File: src/rtl/mac_dot_seq.sv
// Dot-product sequencer driving one combinational signed MAC: job = (length, bias),
// one operand pair per beat, running sum fed back as preResult. Option: MAC_DOT_SEQ_SAT_EN.
module mac_dot_seq #(
  parameter int LEN   = 8,
  parameter int CNT_W = 8
) (
  input  logic               clk,
  input  logic               reset_n,
  input  logic               start,
  input  logic [CNT_W-1:0]   job_len,
  input  logic [LEN-1:0]     job_bias,
  output logic               busy,
  input  logic               op_valid,
  output logic               op_ready,
  input  logic [LEN-1:0]     op_a,
  input  logic [LEN-1:0]     op_b,
  output logic [LEN-1:0]     mac_in1,
  output logic [LEN-1:0]     mac_in2,
  output logic [LEN-1:0]     mac_pre,
  input  logic [2*LEN-1:0]   mac_out,
  output logic               res_valid,
  input  logic               res_ready,
  output logic [LEN-1:0]     result,
  output logic               ovf,
  output logic [1:0]         state_dbg
);

  // Handshakes: a transfer happens on a rising edge where valid and ready are both
  // high; ready never depends combinationally on valid, and a producer holds its
  // payload stable while valid is high and ready is low.

  typedef enum logic [1:0] {
    S_IDLE = 2'd0,
    S_RUN  = 2'd1,
    S_DONE = 2'd2
  } state_t;

  state_t             state;
  state_t             state_nxt;
  logic [LEN-1:0]     acc;
  logic [CNT_W-1:0]   remaining;
  logic               ovf_q;
  logic               beat;
  logic               last_beat;
  logic [LEN:0]       top_bits;
  logic               ovf_step;
  logic [LEN-1:0]     narrowed;

  assign beat      = op_valid & op_ready;
  assign last_beat = beat && (remaining == CNT_W'(1));

  // The MAC result fits LEN signed bits only if its sign bit and all higher bits agree.
  assign top_bits = mac_out[2*LEN-1:LEN-1];
  assign ovf_step = ~((&top_bits) | ~(|top_bits));

  always_comb begin
    narrowed = mac_out[LEN-1:0];
`ifdef MAC_DOT_SEQ_SAT_EN
    if (ovf_step) begin
      narrowed = mac_out[2*LEN-1] ? {1'b1, {(LEN-1){1'b0}}} : {1'b0, {(LEN-1){1'b1}}};
    end
`endif
  end

  // MAC is always driven; its output is only committed on a beat.
  assign mac_in1   = op_a;
  assign mac_in2   = op_b;
  assign mac_pre   = acc;
  assign ovf       = ovf_q;
  assign state_dbg = state;

  always_ff @(posedge clk or negedge reset_n) begin
    if (!reset_n) begin
      state <= S_IDLE;
    end else begin
      state <= state_nxt;
    end
  end

  always_comb begin
    state_nxt = state;
    case (state)
      S_IDLE: begin
        if (start) begin
          state_nxt = (job_len == '0) ? S_DONE : S_RUN;
        end
      end
      S_RUN: begin
        if (last_beat) begin
          state_nxt = S_DONE;
        end
      end
      S_DONE: begin
        if (res_ready) begin
          state_nxt = S_IDLE;
        end
      end
      default: state_nxt = S_IDLE;
    endcase
  end

  always_comb begin
    busy      = 1'b0;
    op_ready  = 1'b0;
    res_valid = 1'b0;
    result    = '0;
    case (state)
      S_RUN: begin
        busy     = 1'b1;
        op_ready = 1'b1;
      end
      S_DONE: begin
        busy      = 1'b1;
        res_valid = 1'b1;
        result    = acc;
      end
      default: ;
    endcase
  end

  always_ff @(posedge clk or negedge reset_n) begin
    if (!reset_n) begin
      acc       <= '0;
      remaining <= '0;
      ovf_q     <= 1'b0;
    end else if (state == S_IDLE && start) begin
      acc       <= job_bias;
      remaining <= job_len;
      ovf_q     <= 1'b0;
    end else if (beat) begin
      acc       <= narrowed;
      remaining <= remaining - CNT_W'(1);
      ovf_q     <= ovf_q | ovf_step;
    end
  end

endmodule
File: config.mk
export PLATFORM = sky130hd
export DESIGN_NAME = mac_dot_seq
export DESIGN_NICKNAME = d
export VERILOG_FILES = /design/src/rtl/mac_dot_seq.sv
export SDC_FILE = /design/constraint.sdc
export NUM_CORES = 1
export LEC_CHECK = 0
export CAP_MARGIN = 0
export CORE_ASPECT_RATIO = 0.5
export CORE_MARGIN = 8
export CORE_UTILIZATION = 35
export CTS_BUF_LIST = sky130_fd_sc_hd__clkbuf_8
export CTS_CLUSTER_DIAMETER = 200
export CTS_CLUSTER_SIZE = 12
export DETAILED_ROUTE_END_ITERATION = 8
export PLACE_DENSITY_LB_ADDON = 0.25
export SLEW_MARGIN = 20
export SYNTH_ARGS = -nofsm -noshare
export SYNTH_HDL_FRONTEND = slang
export SYNTH_SLANG_ARGS = --single-unit
File: constraint.sdc
create_clock -name clk -period 2.6 [get_ports clk]
set_input_delay 0.65 -clock clk [delete_from_list [all_inputs] [get_ports clk]]
set_output_delay 0.65 -clock clk [all_outputs]
set_load 0.05 [all_outputs]
==> run summary <==
The origin of the critical flop-to-flop path is remaining[5]. The placer's final routability congestion estimate came out at 0.759. After clock tree synthesis, the flow added hold-fix buffers numbering 0. The flow ran to the end, and the final reports show no timing, DRC or antenna violations. The I/O pin total came out at 91. The number of antenna violations at the first check in global routing is 0. Counting every instance in the synthesized netlist gives 139. VDD sags by at most 0.000583 V.

The number of hold violations in the final report came out at 0. After clock tree synthesis, the setup repair step added 0 buffers. Across the run, the number of max-cap violations was 0. In this run the number of H-tree levels came out at 1. In the layout the commonest cells are sky130_fd_sc_hd__clkdlybuf4s50_1 (49), sky130_fd_sc_hd__nand2_1 (19), sky130_fd_sc_hd__dfrtp_1 (19), sky130_fd_sc_hd__o21ai_0 (16), sky130_fd_sc_hd__buf_4 (14). The worst setup slack after placement is 0.341 ns. The async set-reset flop share out of synthesis came out at 1.00.

Including well taps, the total number of placed cells is 232. For this run, the number of Yosys warnings is 0. For this run, the leading register cell type out of synthesis is sky130_fd_sc_hd__dfrtp_1.

The number of cell instances on the worst register-to-register path is 4. The TritonCTS buffer count is 3. The final worst slack came out at 0.0711 ns. In this run the critical register-to-register path is captured at state_dbg[0].

Yosys attributes the largest share of cell area to sky130_fd_sc_hd__dfrtp_1 (39%), sky130_fd_sc_hd__buf_4 (9.7%), sky130_fd_sc_hd__mux2i_1 (6.5%). The hold path endpoint is ovf. The half-perimeter wire length after detailed placement is 2.70 mm. The largest fanout on the critical path came out at 5. Port buffering added 58 buffers. The post-synth design cell area is 1230 µm². The count of final setup violators is 0. The aggregate negative setup slack is 0 ns. The maximum frequency from static timing analysis is 395 MHz. Counting distinct cell types in the post-synthesis netlist gives 27.

Setup repair after global routing left no endpoint under its margin. In this run the power density over the cells is 1210 nW/µm². The net count of the mapped netlist is 197. Leaving out fill and tap cells, the most frequent cell in the layout is sky130_fd_sc_hd__clkdlybuf4s50_1. The clock input transition at the sequential cells of the worst setup and hold paths is 0.07 ns. The share of cells above drive strength 1 is 0.108. Each instance of the synthesized netlist takes up on average 8.87 µm². The area growth from synthesis to layout is 45.9%. The largest net degree at the start of global routing came out at 20. For the pin with the worst max-slew slack, the measured transition is 0.515 ns.

The count of unresolved DRC violations after routing came out at 0. The total of cells resized after clock tree synthesis is 0. The most critical setup path has its startpoint at state_dbg[1]. The worst hold path begins at ovf.

The overall global routing resource usage came out at 0.113. In this run the worst hold path is classified as flop to flop. The post-detailed-route wirelength per cell is 13.8 µm. The wire length of the first global-routing pass came out at 5.29 mm.

No sink is reached through more buffers than the 2 on the longest clock path. The non-filler instance count after layout came out at 236. The worst clock skew on the final layout is 0.00232 ns. The worst setup path is captured at an output port. The register area share after synthesis is 0.386. The multi-input combinational cells in the finished layout cover a total of 596 µm². The final critical-path share of the clock period came out at 0.973.

The worst reg-to-reg setup slack came out at 0.53 ns. The time the worst path needs with I/O delays and setup came out at 2.53 ns. After floorplanning, the core was sized to cover 3400 µm². The total clock sinks is 19.

The antenna diode count is 0. Counting flops with a built-in enable in the synthesized netlist gives 0. The critical path is of the flop to output port type.

The CTS tree is built. The number of global-route vias before repair came to 1,137. The count of vias placed by the detailed router is 1,095. The number of nets in the layout is 244. The flip-flop and latch count after synthesis is 19. The final number of max-transition violations is 0. The utilization of the core after routing came out at 0.529. The number of design-rule violations left by the first detailed-router iteration came out at 18. The type of origin of the critical path is a flop.

For the worst-skew pair, the clock arrives at the later sink with an insertion delay of 0.25 ns. The leakage power total came out at 0.783 nW. The starting density of the core is 0.363. At the worst endpoint, the arrival time is 1.88 ns.

The via-per-instance ratio came out at 4.64. The final wirelength came out at 3.25 mm. The cell depth of the worst hold path is 2. The area taken by flip-flops and latches came out at 475 µm².

Across all hold checks on the routed design, the worst slack comes to 0.527 ns. The floorplan die area came out at 5790 µm². Of the post-synthesis cell area, the dominant cell type holds 0.386. The worst relative slew slack is 0.656.

The floorplan has 15 rows. The width of the die is 99.9 µm. Once detail routing completed, the nets flagged for antenna violations numbered 0. STA puts the critical path data required time at 1.95 ns. CTS placed an instance of sky130_fd_sc_hd__clkbuf_8 at the clock tree root. The most area-hungry cell type in the Yosys netlist is sky130_fd_sc_hd__dfrtp_1. The final-layout fill cell count came out at 349. The total overflow reported by the global router came out at 0. The vertical die dimension came out at 58.0 µm. The detailed-router iteration count before antenna repair came out at 4.
[synthesized netlist by cell type, types with 2 or more instances]
master                     instances
sky130_fd_sc_hd__o21ai_0          16
sky130_fd_sc_hd__mux2i_1           8
sky130_fd_sc_hd__buf_4            16
sky130_fd_sc_hd__xnor2_1           6
sky130_fd_sc_hd__ha_1              5
sky130_fd_sc_hd__nor2_1            5
sky130_fd_sc_hd__nor3_1            2
sky130_fd_sc_hd__or3_1             2
sky130_fd_sc_hd__nand2_1          19
sky130_fd_sc_hd__clkbuf_1          4
sky130_fd_sc_hd__nand3_1           2
sky130_fd_sc_hd__nor4_1            5
sky130_fd_sc_hd__or4_4             2
sky130_fd_sc_hd__dfrtp_1          19
sky130_fd_sc_hd__inv_1             6
sky130_fd_sc_hd__and2_1            9
sky130_fd_sc_hd__a21oi_1           3
[flip-flops by register name, indices dropped and copies added, names as in the netlist]
signal / count
mac_pre: 8
remaining: 8
ovf: 1
state_dbg: 2
[layout make-up]
class,count,share of cell area
Timing Repair Buffer,63,0.331
Inverter,6,0.0125
Tap cell,51,0.0355
Multi-Input combinational cell,93,0.331
Clock inverter,1,0.00209
Clock buffer,3,0.0230
Sequential cell,19,0.264
[report_power, final]
| group | internal, W | switching, W | leakage (nW) |
|---|---|---|---|
| clock | 0.000105 | 0.0000910 | 0.0269 |
| sequential | 0.000444 | 0.000136 | 0.234 |
| combinational | 0.000523 | 0.000871 | 0.523 |
| total | 0.00107 | 0.00110 | 0.783 |
[critical path, stage by stage (launching register included)]
cell                              delay, ns
sky130_fd_sc_hd__dfrtp_1               0.42
sky130_fd_sc_hd__inv_1                 0.09
sky130_fd_sc_hd__ha_1                  0.27
sky130_fd_sc_hd__clkdlybuf4s50_1       0.85
[logic make-up (layout without fill, tap and decap cells)]
| family | count (synthesis) | after routing | synth area share |
|---|---|---|---|
| simple gates | 49 | 49 | 0.206 |
| buf+inv | 27 | 73 | 0.131 |
| compound gates | 23 | 23 | 0.103 |
| flops | 19 | 19 | 0.386 |
| mux | 9 | 9 | 0.0741 |
| xor+xnor | 7 | 7 | 0.0497 |
| fa+ha+maj | 5 | 5 | 0.0508 |
[through the flow]
step	total power (W)	cell area, µm²
after floorplan	0.00158	1230
after global routing	0.00231	1800
after detailed placement	0.00200	1750
after global placement	0.00197	1750
after CTS	0.00220	1800
final	0.00217	1800
[worst max path at each step]
stage / to / slack, ns / cells past startpoint
after detailed placement: state_dbg[0] / 0.34 / 5
after CTS: op_ready / 0.07 / 3
after global placement: state_dbg[0] / 0.36 / 5
final: op_ready / 0.07 / 3
after floorplan: result[0] / 0.13 / 2
after global routing: op_ready / 0.02 / 3
[metal layers]
metal  up-vias  global-route usage  wire length [µm]
met5         -                   0                 0
met4         0              0.0362                45
met3        14              0.0322               188
met2        33               0.189              1500
met1       501               0.137              1520
li1        547                   -                 -
(Power assumes the default switching activity.)
